==> src/rtl/sram_mem_controller.sv <==
// MEM-stage data-memory controller for a 16-bit asynchronous SRAM.
// Each 32-bit access is two half-word cycles (low, then high) and a fixed settle wait.
module sram_mem_controller #(
    parameter int DATA_BASE   = 1024,
    parameter int WAIT_CYCLES = 3
) (
    input  logic        clk,
    input  logic        rst,
    input  logic        rd_en,
    input  logic        wr_en,
    input  logic [31:0] address,
    input  logic [31:0] write_data,
    output logic [31:0] read_data,
    output logic        ready,
    output logic [17:0] sram_addr,
    output logic [15:0] sram_dq_out,
    input  logic [15:0] sram_dq_in,
    output logic        sram_dq_oe,
    output logic        sram_we_n,
    output logic        sram_ce_n,
    output logic        sram_oe_n,
    output logic        sram_ub_n,
    output logic        sram_lb_n
);

    typedef enum logic [2:0] {
        ST_IDLE,
        ST_LOW,
        ST_HIGH,
        ST_WAIT,
        ST_DONE
    } state_t;

    localparam logic [31:0] BASE      = 32'(DATA_BASE);
    localparam logic [3:0]  WAIT_LAST = 4'(WAIT_CYCLES - 1);

    state_t      state;
    state_t      state_next;
    logic [3:0]  cnt;
    logic        op_wr;
    logic [16:0] idx;
    logic [31:0] data;

    // Word index wraps modulo 2^17; addresses below DATA_BASE land at the top of SRAM.
    logic [31:0] offset;
    logic [16:0] req_idx;
    logic        unused_offset_bits;

    assign offset             = address - BASE;
    assign req_idx            = offset[18:2];
    assign unused_offset_bits = ^{offset[31:19], offset[1:0]};

    assign sram_ce_n = 1'b0;
    assign sram_oe_n = 1'b0;
    assign sram_ub_n = 1'b0;
    assign sram_lb_n = 1'b0;

    // NOTE: sequential state uses non-blocking assignments so every register
    // samples pre-edge values, independent of statement order.
    always_ff @(posedge clk) begin
        if (!rst) begin
            state     <= ST_IDLE;
            cnt       <= '0;
            op_wr     <= 1'b0;
            idx       <= '0;
            data      <= '0;
            read_data <= '0;
        end else begin
            state <= state_next;
            case (state)
                ST_IDLE: begin
                    if (wr_en || rd_en) begin
                        op_wr <= wr_en;
                        idx   <= req_idx;
                        data  <= write_data;
                    end
                end
                ST_LOW: begin
                    if (!op_wr) read_data[15:0] <= sram_dq_in;
                end
                ST_HIGH: begin
                    if (!op_wr) read_data[31:16] <= sram_dq_in;
                    cnt <= '0;
                end
                ST_WAIT: cnt <= cnt + 4'd1;
                default: ;
            endcase
        end
    end

    // NOTE: every output of this block is given a default first, so no path
    // through the case statement can infer a latch.
    always_comb begin
        state_next  = state;
        ready       = 1'b0;
        sram_addr   = '0;
        sram_dq_out = '0;
        sram_dq_oe  = 1'b0;
        sram_we_n   = 1'b1;
        case (state)
            ST_IDLE: begin
                ready = ~(rd_en | wr_en);
                if (rd_en || wr_en) state_next = ST_LOW;
            end
            ST_LOW: begin
                sram_addr = {idx, 1'b0};
                if (op_wr) begin
                    sram_we_n   = 1'b0;
                    sram_dq_oe  = 1'b1;
                    sram_dq_out = data[15:0];
                end
                state_next = ST_HIGH;
            end
            ST_HIGH: begin
                sram_addr = {idx, 1'b1};
                if (op_wr) begin
                    sram_we_n   = 1'b0;
                    sram_dq_oe  = 1'b1;
                    sram_dq_out = data[31:16];
                end
                state_next = ST_WAIT;
            end
            ST_WAIT: begin
                if (cnt == WAIT_LAST) state_next = ST_DONE;
            end
            ST_DONE: begin
                ready      = 1'b1;
                state_next = ST_IDLE;
            end
            default: state_next = ST_IDLE;
        endcase
    end

endmodule

==> config.mk <==
export PLATFORM = sky130hd
export DESIGN_NAME = sram_mem_controller
export DESIGN_NICKNAME = d
export VERILOG_FILES = /design/src/rtl/sram_mem_controller.sv
export SDC_FILE = /design/constraint.sdc
export NUM_CORES = 1
export LEC_CHECK = 0
export ABC_AREA = 1
export BUFFER_PORTS_ARGS = -buffer_cell sky130_fd_sc_hd__buf_2
export CORE_UTILIZATION = 50
export DETAILED_ROUTE_END_ITERATION = 8
export PLACE_DENSITY = 0.83
export SYNTH_ARGS = -nofsm -noshare
export SYNTH_HDL_FRONTEND = slang
export SYNTH_SLANG_ARGS = --single-unit
==> constraint.sdc <==
create_clock -name clk -period 2.9 [get_ports clk]
set_input_delay 0.29 -clock clk [delete_from_list [all_inputs] [get_ports clk]]
set_output_delay 0.29 -clock clk [all_outputs]
set_load 0.02 [all_outputs]
==> metrics.txt, run 1 <==
# TYPE chip_impl_metric gauge
chip_impl_metric{name="avgRoutedWirePerCell",unit="µm"} 12.3
chip_impl_metric{name="io_buffers",unit=""} 137
chip_impl_metric{name="die_w",unit="µm"} 88.4
chip_impl_metric{name="synthesis.area",unit="mm²"} 0.00373
chip_impl_info{name="worstSetupStartpointType",value="flip-flop"} 1
chip_impl_metric{name="critPathArrivalTime",unit="ns"} 2.04
chip_impl_metric{name="postSynthCellCount",unit=""} 530
chip_impl_metric{name="globalplace.congestion",unit=""} 0.836
chip_impl_metric{name="timing.final.crit_period",unit="ns"} 2.33
chip_impl_info{name="setup_repair_after_global_routing_missed_its_margin",value="false"} 1
chip_impl_info{name="worstHoldPathType",value="in2reg"} 1
chip_impl_metric{name="leakage_power_of_the_design",unit="nW"} 2.27
chip_impl_metric{name="finalSetupViolCount",unit=""} 0
chip_impl_metric{name="power-per-cell-area",unit="mW/mm²"} 1020
chip_impl_info{name="criticalPathCategory",value="reg2out"} 1
chip_impl_metric{name="chipHeight",unit="µm"} 88.4
chip_impl_metric{name="cts.repair_timing.setup_buffer_count",unit=""} 0
chip_impl_metric{name="critical_path_required",unit="ns"} 2.61
chip_impl_metric{name="antenna_violating_nets_post_route",unit=""} 0
chip_impl_metric{name="number_of_antenna_violations_at_the_first_check_in_global_routing",unit=""} 0
chip_impl_metric{name="avgSynthCellArea",unit="µm²"} 7.04
chip_impl_metric{name="drt_first_pass_iters",unit=""} 4
chip_impl_metric{name="number_of_buffers_inserted_by_hold_repair_at_cts",unit=""} 0
chip_impl_metric{name="synth.yosys.warnings",unit=""} 0
chip_impl_metric{name="initial_utilization",unit="%"} 51.7
chip_impl_metric{name="drv_slew",unit=""} 0
chip_impl_metric{name="nets",unit=""} 740
chip_impl_metric{name="cts_made_buffers",unit=""} 9
chip_impl_metric{name="finalCritPeriodShare",unit="%"} 80.2
chip_impl_metric{name="cts.clk_slew.worst_paths",unit="ns"} 0.09
chip_impl_metric{name="overall_power",unit="W"} 0.00469
chip_impl_metric{name="count_of_state_elements_after_synthesis",unit=""} 89
chip_impl_metric{name="die-area",unit="mm²"} 0.00781
chip_impl_metric{name="globalRouteTotalUtil",unit="%"} 24.3
chip_impl_metric{name="drcViolationCount",unit=""} 0
chip_impl_metric{name="flow.area_growth_from_synthesis",unit="%"} 23.7
chip_impl_metric{name="grt_pass1_wl",unit="µm"} 14900
chip_impl_metric{name="cts_repair_resize_count",unit=""} 0
chip_impl_metric{name="tns",unit="ns"} 0
chip_impl_metric{name="fillerInstances",unit=""} 689
chip_impl_metric{name="yosys.cell_types.count",unit=""} 26
chip_impl_metric{name="final_design_area_no_fill",unit="mm²"} 0.00461
chip_impl_metric{name="insertedDiodeCount",unit=""} 0
chip_impl_metric{name="via_count",unit=""} 3742
chip_impl_info{name="tritoncts",value="done"} 1
chip_impl_metric{name="hpwl",unit="µm"} 6490
chip_impl_metric{name="clk-insertion-delay-late",unit="ns"} 0.36
chip_impl_info{name="run_status",value="finished clean"} 1
chip_impl_info{name="root_buffer",value="sky130_fd_sc_hd__clkbuf_8"} 1
chip_impl_metric{name="placementRows",unit=""} 31
chip_impl_metric{name="num_clock_sinks",unit=""} 89
chip_impl_metric{name="globalRoute.totalOverflow",unit=""} 0
chip_impl_metric{name="grt_max_degree",unit=""} 46
chip_impl_metric{name="post_route_cells_drive_above_1_share",unit="%"} 25.8
chip_impl_metric{name="power.ir.vdd_worst",unit="mV"} 0.452
chip_impl_metric{name="final-hold-violation-count",unit=""} 0
chip_impl_metric{name="place_worst_setup_slack",unit="ns"} 0.929
chip_impl_metric{name="drtIter0Drc",unit=""} 133
chip_impl_metric{name="cap_viol_max_count",unit=""} 0
chip_impl_metric{name="tightestPinTransition",unit="ns"} 0.830
chip_impl_metric{name="final.hold.worst_slack",unit="ns"} 0.158
chip_impl_metric{name="clock.fmax",unit="GHz"} 0.430
chip_impl_metric{name="crit_fanout",unit=""} 19
chip_impl_metric{name="via_count_of_the_first_global_routing_pass",unit=""} 3445
chip_impl_metric{name="part_of_the_yosys_area_used_for_sequential_elements",unit="%"} 47.8
chip_impl_metric{name="floorplan.core_area",unit="mm²"} 0.00721
chip_impl_metric{name="timing.final.ws_setup",unit="ns"} 0.575
chip_impl_metric{name="ctsHtreeMaxLevel",unit=""} 3
chip_impl_metric{name="cts_max_path_buffers",unit=""} 2
chip_impl_metric{name="slew_headroom",unit="%"} 44.5
chip_impl_metric{name="fin_skew",unit="ns"} 0.0180
chip_impl_info{name="setup.worst_path.end_class",value="output pin"} 1
chip_impl_metric{name="wl",unit="µm"} 9350
chip_impl_metric{name="placement.cell_area",unit="mm²"} 0.00441
chip_impl_metric{name="vias_per_cell",unit=""} 4.94
chip_impl_metric{name="floorplan.io_pins",unit=""} 157
==> worst max-delay path, stage by stage (launching register included) <==
cell and delay (ns):
sky130_fd_sc_hd__dfxtp_1 0.41, sky130_fd_sc_hd__nand2_2 0.14, sky130_fd_sc_hd__nor2_4 0.42, sky130_fd_sc_hd__inv_2 0.09
sky130_fd_sc_hd__nand2_1 0.09, sky130_fd_sc_hd__inv_2 0.14, sky130_fd_sc_hd__nor2_1 0.18, sky130_fd_sc_hd__inv_1 0.06
sky130_fd_sc_hd__buf_2 0.15
==> area by class of cell <==
type	count	area (µm²)	share of cell area, %
multi-input combinational	369	1630	35.4
clock buffer	10	138	2.98
clock inverter	6	65.1	1.41
tap	99	124	2.68
inverter	44	165	3.58
sequential	89	1780	38.6
timing repair buffer	140	708	15.3
==> per-stage QoR <==
step                      util, %  std cells
after floorplan                 -        533
after global placement       61.2        741
after detailed placement     61.2        741
after CTS                    64.0        757
after global routing         64.0        757
final                        64.0        757
==> where the power goes <==
group	internal, W	total [W]	switching, W
logic	0.000567	0.00196	0.00139
registers	0.00167	0.00188	0.000209
clock network	0.000423	0.000860	0.000437
==> routing by layer <==
metal / GRT usage (%) / part of all wire (%)
met1: 28.2 / 43
met2: 41.8 / 49
met3: 7.84 / 6.9
met4: 9.53 / 1.1
met5: 0 / 0
==> sequential cells by signal, summed over array words and instances, names as in the netlist <==
name	cells
cnt	4
data	32
idx	17
op_wr	1
read_data	32
state	3
==> logic make-up (layout without fill, tap and decap cells) <==
kind of cell | Yosys count | in the layout | share of synthesized area [%]
DFF | 89 | 89 | 47.8
AOI/OAI and AO/OA | 123 | 123 | 16.7
xor gates and xnor gates | 1 | 1 | 0.235
buffers and inverters | 75 | 200 | 8.82
adders and majority gates | 3 | 3 | 1.01
other | 1 | 4 | 0.101
and+or+nand+nor | 238 | 238 | 25.4
==> cells in the final DEF (no fill, tap or decap), types with 3 or more instances in the layout <==
cell type / n
sky130_fd_sc_hd__buf_4: 3
sky130_fd_sc_hd__buf_2: 137
sky130_fd_sc_hd__clkbuf_8: 10
sky130_fd_sc_hd__nor2_4: 3
sky130_fd_sc_hd__nor3_1: 3
sky130_fd_sc_hd__conb_1: 4
sky130_fd_sc_hd__nor2_1: 163
sky130_fd_sc_hd__inv_1: 36
sky130_fd_sc_hd__o21ai_0: 75
sky130_fd_sc_hd__nand3_1: 9
sky130_fd_sc_hd__o21ai_1: 7
sky130_fd_sc_hd__dfxtp_1: 89
sky130_fd_sc_hd__ha_1: 3
sky130_fd_sc_hd__nand2_1: 55
sky130_fd_sc_hd__a21oi_1: 38
sky130_fd_sc_hd__inv_2: 8
==> final timing paths <==
check	slack [ns]	cells after the start	to	from
max reg2reg	1.03	5	idx[9]$_SDFFE_PN0P_	state[0]$_SDFFE_PN0P_
min	0.16	3	data[9]$_SDFFE_PN0P_	write_data[9]
min reg2reg	0.46	2	idx[5]$_SDFFE_PN0P_	idx[5]$_SDFFE_PN0P_
max	0.57	8	sram_we_n	state[1]$_SDFFE_PN0P_
==> synthesized netlist by cell type <==
library cell	count	area [µm²]
sky130_fd_sc_hd__nor3_1	3	15.0
sky130_fd_sc_hd__buf_2	14	70.1
sky130_fd_sc_hd__and3_1	1	6.26
sky130_fd_sc_hd__nor2_4	3	33.8
sky130_fd_sc_hd__buf_4	6	45.0
sky130_fd_sc_hd__dfxtp_1	89	1780
sky130_fd_sc_hd__o21a_1	1	7.51
sky130_fd_sc_hd__conb_1	1	3.75
sky130_fd_sc_hd__clkbuf_1	8	30.0
sky130_fd_sc_hd__a211oi_1	1	7.51
sky130_fd_sc_hd__a21oi_1	38	190
sky130_fd_sc_hd__xor2_1	1	8.76
sky130_fd_sc_hd__inv_1	36	135
sky130_fd_sc_hd__buf_1	2	7.51
sky130_fd_sc_hd__ha_1	3	37.5
sky130_fd_sc_hd__nand2_1	56	210
sky130_fd_sc_hd__nand3_1	9	45.0
sky130_fd_sc_hd__inv_2	8	30.0
sky130_fd_sc_hd__o21ai_0	75	375
sky130_fd_sc_hd__buf_6	1	11.3
sky130_fd_sc_hd__o21ai_1	7	35.0
sky130_fd_sc_hd__nor2_1	163	612
sky130_fd_sc_hd__nor3b_1	1	7.51
sky130_fd_sc_hd__a31oi_1	1	6.26
sky130_fd_sc_hd__nand2_2	1	6.26
sky130_fd_sc_hd__nand2_4	1	11.3
(Power assumes the default switching activity.)
==> run 2: changes to the inputs <==
--- a/config.mk
+++ b/config.mk
@@ -7,9 +7,9 @@
 export LEC_CHECK = 0
 export ABC_AREA = 1
 export BUFFER_PORTS_ARGS = -buffer_cell sky130_fd_sc_hd__buf_2
-export CORE_UTILIZATION = 50
+export CORE_UTILIZATION = 48
 export DETAILED_ROUTE_END_ITERATION = 8
-export PLACE_DENSITY = 0.83
+export PLACE_DENSITY = 0.8
 export SYNTH_ARGS = -nofsm -noshare
 export SYNTH_HDL_FRONTEND = slang
 export SYNTH_SLANG_ARGS = --single-unit
==> constraint.sdc (replaced) <==
create_clock -name clk -period 2.4 [get_ports clk]
set_input_delay 0.24 -clock clk [delete_from_list [all_inputs] [get_ports clk]]
set_output_delay 0.24 -clock clk [all_outputs]
set_load 0.02 [all_outputs]
==> run 2 against run 1 <==
Compared with the run above:
- worst hold slack worse by 0.043 ns
- first-iteration DRC count rose by 71%
- clock power rose by 27%
- sequential share of layout area shrank 0.38 points
- routed wire length grew 1.4%
- flip-flop and latch count did not move
- power is 23% higher
- non-clock buffer count grew 2
- design area increased by 1.0%
- register-to-register slack got worse by 0.37 ns
- via count grew 1.0%
- critical path type unchanged
- critical endpoint is now sram_dq_out[2]
- largest cell class unchanged
- highest routed layer unchanged
==> metrics.txt, run 2 (synthesis gave the netlist of run 1 again) <==
# TYPE chip_impl_metric gauge
chip_impl_metric{name="final-hold-violation-count",unit=""} 0
chip_impl_metric{name="power-per-cell-area",unit="mW/mm²"} 1240
chip_impl_metric{name="seqCellArea",unit="mm²"} 0.00178
chip_impl_metric{name="via_count",unit=""} 3780
chip_impl_metric{name="antenna_violating_nets_post_route",unit=""} 0
chip_impl_info{name="root_buffer",value="sky130_fd_sc_hd__clkbuf_8"} 1
chip_impl_metric{name="globalplace.congestion",unit=""} 0.854
chip_impl_info{name="layout_top_registers",value="data x32, read_data x32, idx x17"} 1
chip_impl_metric{name="finalSetupViolCount",unit=""} 0
chip_impl_metric{name="avgRoutedWirePerCell",unit="µm"} 12.5
chip_impl_metric{name="grt_max_degree",unit=""} 51
chip_impl_metric{name="die-area",unit="mm²"} 0.00813
chip_impl_metric{name="critical_path_required",unit="ns"} 2.16
chip_impl_info{name="run_status",value="finished clean"} 1
chip_impl_metric{name="slew_headroom",unit="%"} 64.4
chip_impl_metric{name="cts_made_buffers",unit=""} 9
chip_impl_metric{name="power.ir.vdd_worst",unit="mV"} 0.547
chip_impl_metric{name="multi_input_comb_area",unit="mm²"} 0.00163
chip_impl_info{name="worstSetupStartpointType",value="flip-flop"} 1
chip_impl_metric{name="tns",unit="ns"} 0
chip_impl_metric{name="number_of_antenna_violations_at_the_first_check_in_global_routing",unit=""} 0
chip_impl_metric{name="hpwl",unit="µm"} 6560
chip_impl_metric{name="fillerInstances",unit=""} 705
chip_impl_info{name="setup.worst_path.end_class",value="output pin"} 1
chip_impl_metric{name="cts_max_path_buffers",unit=""} 2
chip_impl_metric{name="cts_repair_resize_count",unit=""} 0
chip_impl_metric{name="cts.repair_timing.setup_buffer_count",unit=""} 0
chip_impl_metric{name="initial_utilization",unit="%"} 50.6
chip_impl_metric{name="timing.final.crit_period",unit="ns"} 2.05
chip_impl_metric{name="globalRouteTotalUtil",unit="%"} 23.1
chip_impl_metric{name="floorplan.io_pins",unit=""} 157
chip_impl_info{name="worstHoldPathType",value="in2reg"} 1
chip_impl_info{name="setup_repair_after_global_routing_missed_its_margin",value="false"} 1
chip_impl_metric{name="vias_per_cell",unit=""} 4.99
chip_impl_metric{name="wl",unit="µm"} 9480
chip_impl_metric{name="placementRows",unit=""} 31
chip_impl_metric{name="drtIter0Drc",unit=""} 227
chip_impl_metric{name="number_of_buffers_inserted_by_hold_repair_at_cts",unit=""} 0
chip_impl_metric{name="insertedDiodeCount",unit=""} 0
chip_impl_metric{name="tightestPinTransition",unit="ns"} 0.534
chip_impl_metric{name="globalRoute.totalOverflow",unit=""} 0
chip_impl_info{name="tritoncts",value="done"} 1
chip_impl_metric{name="drt_first_pass_iters",unit=""} 4
chip_impl_metric{name="nets",unit=""} 742
chip_impl_metric{name="floorplan.core_area",unit="mm²"} 0.00737
chip_impl_metric{name="flow.area_growth_from_synthesis",unit="%"} 25.0
chip_impl_metric{name="via_count_of_the_first_global_routing_pass",unit=""} 3550
chip_impl_metric{name="die_w",unit="µm"} 90.2
chip_impl_metric{name="cap_viol_max_count",unit=""} 0
chip_impl_metric{name="crit_fanout",unit=""} 16
chip_impl_metric{name="grt_pass1_wl",unit="µm"} 15500
chip_impl_metric{name="leakage_power_of_the_design",unit="nW"} 2.29
chip_impl_metric{name="final_core_utilization",unit="%"} 63.2
chip_impl_metric{name="critPathArrivalTime",unit="ns"} 1.81
chip_impl_metric{name="drcViolationCount",unit=""} 0
chip_impl_metric{name="io_buffers",unit=""} 137
chip_impl_metric{name="post_route_cells_drive_above_1_share",unit="%"} 25.8
chip_impl_metric{name="fin_skew",unit="ns"} 0.0114
chip_impl_metric{name="clk-insertion-delay-late",unit="ns"} 0.35
chip_impl_metric{name="ctsHtreeMaxLevel",unit=""} 3
chip_impl_metric{name="num_clock_sinks",unit=""} 89
chip_impl_metric{name="cts.clk_slew.worst_paths",unit="ns"} 0.09
chip_impl_metric{name="chipHeight",unit="µm"} 90.2
chip_impl_info{name="most-common-layout-cells",value="sky130_fd_sc_hd__nor2_1 (163), sky130_fd_sc_hd__buf_2 (137), sky130_fd_sc_hd__dfxtp_1 (89)"} 1
chip_impl_metric{name="drv_slew",unit=""} 0
chip_impl_info{name="most_common_cell_after_layout_fill_and_taps_aside",value="sky130_fd_sc_hd__nor2_1"} 1
chip_impl_info{name="criticalPathCategory",value="reg2out"} 1
chip_impl_metric{name="finalCritPeriodShare",unit="%"} 85.5
chip_impl_metric{name="clock.fmax",unit="GHz"} 0.488
[run 2: routing by layer]
| layer | global-route usage [%] | share of wire [%] | wire [µm] |
|---|---|---|---|
| met1 | 27.1 | 42 | 4030 |
| met2 | 40.6 | 49 | 4640 |
| met3 | 5.58 | 7.3 | 694 |
| met4 | 8.74 | 1.3 | 121 |
| met5 | 0 | 0 | 0 |
[run 2: layout make-up]
type                            instances  share of cell area, %
Sequential cell                        89                   38.2
Multi-Input combinational cell        369                   35.0
Timing Repair Buffer                  142                   16.1
Inverter                               44                   3.54
Clock buffer                           10                   2.74
Tap cell                               99                   2.66
Clock inverter                          5                   1.74
[run 2: power breakdown]
part / internal [W] / total, W / switching, W / leakage, nW
combinational: 0.000729 / 0.00242 / 0.00169 / 1.45
sequential: 0.00202 / 0.00227 / 0.000254 / 0.735
clock: 0.000582 / 0.00109 / 0.000508 / 0.102
total: 0.00333 / 0.00578 / 0.00246 / 2.29
[run 2: per-stage QoR]
step | worst slack, ns | std cells | hold slack (ns) | power, W | cell area [µm²]
3_3_place_gp | 0.746 | 743 | 0.440 | 0.00465 | 4450
3_5_place_dp | 0.691 | 743 | 0.448 | 0.00472 | 4450
2_1_floorplan | 0.773 | 533 | 0.375 | 0.00400 | 3740
5_1_grt | 0.216 | 758 | 0.115 | 0.00619 | 4660
6_report | 0.349 | 758 | 0.116 | 0.00578 | 4660
4_1_cts | 0.335 | 758 | 0.107 | 0.00581 | 4660
[run 2: final timing paths]
check | endpoint | slack [ns] | start | cells after the start
worst max-delay path | sram_dq_out[2] | 0.35 | state[0]$_SDFFE_PN0P_ | 7
worst min-delay path | data[16]$_SDFFE_PN0P_ | 0.12 | write_data[16] | 3
worst max register to register | idx[16]$_SDFFE_PN0P_ | 0.66 | state[0]$_SDFFE_PN0P_ | 7
worst min register to register | idx[0]$_SDFFE_PN0P_ | 0.46 | idx[0]$_SDFFE_PN0P_ | 2
[run 2: worst max-delay path, cell delays in order, from the launching register on]
cell                      delay [ns]
sky130_fd_sc_hd__dfxtp_1        0.45
sky130_fd_sc_hd__inv_2          0.06
sky130_fd_sc_hd__nor2_1         0.08
sky130_fd_sc_hd__nand2_1        0.13
sky130_fd_sc_hd__inv_2          0.28
sky130_fd_sc_hd__nand2_1        0.12
sky130_fd_sc_hd__a21oi_1        0.16
sky130_fd_sc_hd__buf_2          0.20
==> run 3: changes to the inputs <==
--- a/config.mk
+++ b/config.mk
@@ -8,6 +8,7 @@
 export ABC_AREA = 1
 export BUFFER_PORTS_ARGS = -buffer_cell sky130_fd_sc_hd__buf_2
 export CORE_UTILIZATION = 48
+export CTS_BUF_LIST = sky130_fd_sc_hd__clkbuf_4 sky130_fd_sc_hd__clkbuf_8 sky130_fd_sc_hd__clkbuf_16
 export DETAILED_ROUTE_END_ITERATION = 8
 export PLACE_DENSITY = 0.8
 export SYNTH_ARGS = -nofsm -noshare
==> run 3 against run 2 <==
Compared with the run above:
- routed wire length is essentially flat
- clock-buffer cell count is the same
- global-route usage is the same
- maximum frequency is essentially flat
==> metrics.txt, run 3 (synthesis gave the netlist of run 1 again) <==
# TYPE chip_impl_metric gauge
chip_impl_info{name="worstReg2RegEnd",value="idx[16]$_SDFFE_PN0P_"} 1
chip_impl_metric{name="wl",unit="µm"} 9480
chip_impl_metric{name="drcViolationCount",unit=""} 0
chip_impl_metric{name="globalRouteMet3Util",unit="%"} 5.58
chip_impl_metric{name="leakage_power_of_the_design",unit="nW"} 2.29
chip_impl_info{name="most-common-layout-cells",value="sky130_fd_sc_hd__nor2_1 (163), sky130_fd_sc_hd__buf_2 (137), sky130_fd_sc_hd__dfxtp_1 (89)"} 1
chip_impl_info{name="root_buffer",value="sky130_fd_sc_hd__clkbuf_8"} 1
chip_impl_metric{name="post_route_cells_drive_above_1_share",unit="%"} 25.9
chip_impl_metric{name="final_core_utilization",unit="%"} 63.3
chip_impl_metric{name="timing.final.crit_period",unit="ns"} 2.05
chip_impl_metric{name="slew_headroom",unit="%"} 64.2
chip_impl_metric{name="globalplace.congestion",unit=""} 0.854
chip_impl_info{name="worstHoldPathType",value="in2reg"} 1
chip_impl_metric{name="grt_pass1_wl",unit="µm"} 15500
chip_impl_metric{name="power-per-cell-area",unit="mW/mm²"} 1240
chip_impl_info{name="criticalPathCategory",value="reg2out"} 1
chip_impl_info{name="cp_cell_sequence",value="inv_2, nor2_1, nand2_1, inv_2, nand2_1, a21oi_1, buf_2"} 1
chip_impl_metric{name="floorplan.io_pins",unit=""} 157
chip_impl_metric{name="vias_per_cell",unit=""} 4.99
chip_impl_metric{name="fin_skew",unit="ns"} 0.0122
chip_impl_metric{name="met2_grt_util",unit="%"} 40.6
chip_impl_metric{name="finalSetupViolCount",unit=""} 0
chip_impl_metric{name="finalCritPeriodShare",unit="%"} 85.5
chip_impl_metric{name="grt_max_degree",unit=""} 51
chip_impl_metric{name="final-hold-violation-count",unit=""} 0
chip_impl_metric{name="die_w",unit="µm"} 90.2
chip_impl_info{name="setup_repair_after_global_routing_missed_its_margin",value="false"} 1
chip_impl_metric{name="globalRoute.totalOverflow",unit=""} 0
chip_impl_metric{name="cts_made_buffers",unit=""} 9
chip_impl_metric{name="fillerInstances",unit=""} 703
chip_impl_metric{name="cts.repair_timing.setup_buffer_count",unit=""} 0
chip_impl_metric{name="power.ir.vdd_worst",unit="mV"} 0.546
chip_impl_metric{name="hold_path_depth",unit=""} 3
chip_impl_metric{name="number_of_antenna_violations_at_the_first_check_in_global_routing",unit=""} 0
chip_impl_metric{name="clock.fmax",unit="GHz"} 0.488
chip_impl_metric{name="r2r_setup_slack",unit="ns"} 0.66
chip_impl_metric{name="tns",unit="ns"} 0
chip_impl_info{name="setup.worst_path.end_class",value="output pin"} 1
chip_impl_metric{name="placementRows",unit=""} 31
chip_impl_metric{name="critPathArrivalTime",unit="ns"} 1.81
chip_impl_info{name="run_status",value="finished clean"} 1
chip_impl_metric{name="ctsHtreeMaxLevel",unit=""} 3
chip_impl_metric{name="cts_repair_resize_count",unit=""} 0
chip_impl_metric{name="die-area",unit="mm²"} 0.00813
chip_impl_metric{name="antenna_violating_nets_post_route",unit=""} 0
chip_impl_info{name="hold-path-endpoint",value="data[16]$_SDFFE_PN0P_"} 1
chip_impl_metric{name="multi_input_comb_area",unit="mm²"} 0.00163
chip_impl_metric{name="use_met1",unit="%"} 27.1
chip_impl_metric{name="initial_utilization",unit="%"} 50.6
chip_impl_metric{name="r2r_cells",unit=""} 7
chip_impl_metric{name="via_count",unit=""} 3784
chip_impl_metric{name="overall_power",unit="W"} 0.00579
chip_impl_metric{name="via_count_of_the_first_global_routing_pass",unit=""} 3550
chip_impl_metric{name="tightestPinTransition",unit="ns"} 0.538
chip_impl_info{name="min_from",value="write_data[16]"} 1
chip_impl_metric{name="chipHeight",unit="µm"} 90.2
chip_impl_metric{name="drtIter0Drc",unit=""} 227
chip_impl_metric{name="cts.clk_slew.worst_paths",unit="ns"} 0.09
chip_impl_metric{name="flow.area_growth_from_synthesis",unit="%"} 25.1
chip_impl_metric{name="avgRoutedWirePerCell",unit="µm"} 12.5
chip_impl_metric{name="io_buffers",unit=""} 137
chip_impl_info{name="timing.critical_path.slowest_stage_cell",value="sky130_fd_sc_hd__dfxtp_1"} 1
chip_impl_metric{name="critical-path-max-stage-delay",unit="ns"} 0.45
chip_impl_metric{name="clk-insertion-delay-late",unit="ns"} 0.35
chip_impl_metric{name="nets",unit=""} 742
chip_impl_metric{name="globalRouteTotalUtil",unit="%"} 23.1
chip_impl_info{name="layout_top_registers",value="data x32, read_data x32, idx x17"} 1
chip_impl_metric{name="num_clock_sinks",unit=""} 89
chip_impl_metric{name="floorplan.core_area",unit="mm²"} 0.00737
chip_impl_info{name="busiest_layer",value="met2"} 1
chip_impl_metric{name="drt_first_pass_iters",unit=""} 4
chip_impl_metric{name="insertedDiodeCount",unit=""} 0
chip_impl_metric{name="number_of_buffers_inserted_by_hold_repair_at_cts",unit=""} 0
chip_impl_info{name="most_common_cell_after_layout_fill_and_taps_aside",value="sky130_fd_sc_hd__nor2_1"} 1
chip_impl_metric{name="hpwl",unit="µm"} 6560
chip_impl_metric{name="critical_path_required",unit="ns"} 2.16
chip_impl_metric{name="cts_max_path_buffers",unit=""} 2
chip_impl_metric{name="final.hold.worst_slack",unit="ns"} 0.117
chip_impl_metric{name="crit_fanout",unit=""} 16
chip_impl_metric{name="drv_slew",unit=""} 0
chip_impl_info{name="r2r_start",value="state[0]$_SDFFE_PN0P_"} 1
chip_impl_info{name="tritoncts",value="done"} 1
chip_impl_metric{name="seqCellArea",unit="mm²"} 0.00178
chip_impl_metric{name="cap_viol_max_count",unit=""} 0
chip_impl_info{name="worstSetupStartpointType",value="flip-flop"} 1
-- run 3: changes by cell type in the layout (fill, tap and decap cells not counted) --
cell | previous run | this run
sky130_fd_sc_hd__clkbuf_1 | 1 | 0
sky130_fd_sc_hd__clkbuf_4 | 0 | 1
-- run 3: cell type report --
class,instances,area share [%]
timing repair buffer,142,16.0
clock buffer,10,2.82
clock inverter,5,1.74
inverter,44,3.54
tap,99,2.66
sequential,89,38.2
multi-input combinational,369,35.0
-- run 3: report_power, final --
part / leakage [nW] / internal [W] / switching, W / total (W)
Clock: 0.106 / 0.000593 / 0.000506 / 0.00110
Combinational: 1.45 / 0.000729 / 0.00169 / 0.00242
Sequential: 0.735 / 0.00202 / 0.000253 / 0.00227
Total: 2.29 / 0.00334 / 0.00245 / 0.00579
-- run 3: through the flow --
stage | cell area (µm²) | instances | setup slack, ns
after floorplan | 3740 | 533 | 0.773
after global placement | 4450 | 743 | 0.746
after detailed placement | 4450 | 743 | 0.691
after CTS | 4660 | 758 | 0.335
after global routing | 4660 | 758 | 0.216
final | 4660 | 758 | 0.349
-- run 3: per-layer routing --
metal  vias to the layer above  share of wire, %
met2                       134                49
li1                       1917                 -
met5                         -                 0
met3                        12               6.8
met4                         0               1.3
met1                      1721                43
-- run 3: worst max path at each step --
stage | start | to | slack [ns] | cells past startpoint
2_1_floorplan | state[1]$_SDFFE_PN0P_ | sram_dq_out[10] | 0.77 | 5
3_3_place_gp | state[0]$_SDFFE_PN0P_ | idx[16]$_SDFFE_PN0P_ | 0.75 | 7
3_5_place_dp | state[0]$_SDFFE_PN0P_ | idx[16]$_SDFFE_PN0P_ | 0.69 | 7
4_1_cts | state[0]$_SDFFE_PN0P_ | sram_dq_out[2] | 0.33 | 7
5_1_grt | state[0]$_SDFFE_PN0P_ | sram_dq_out[2] | 0.22 | 7
6_report | state[0]$_SDFFE_PN0P_ | sram_dq_out[2] | 0.35 | 7
-- run 3: worst max-delay path, delay by kind of cell (launching register included) --
family | cells | cell delay, ns
buf+inv | 3 | 0.53
compound gates | 1 | 0.16
flops | 1 | 0.45
simple gates | 3 | 0.33
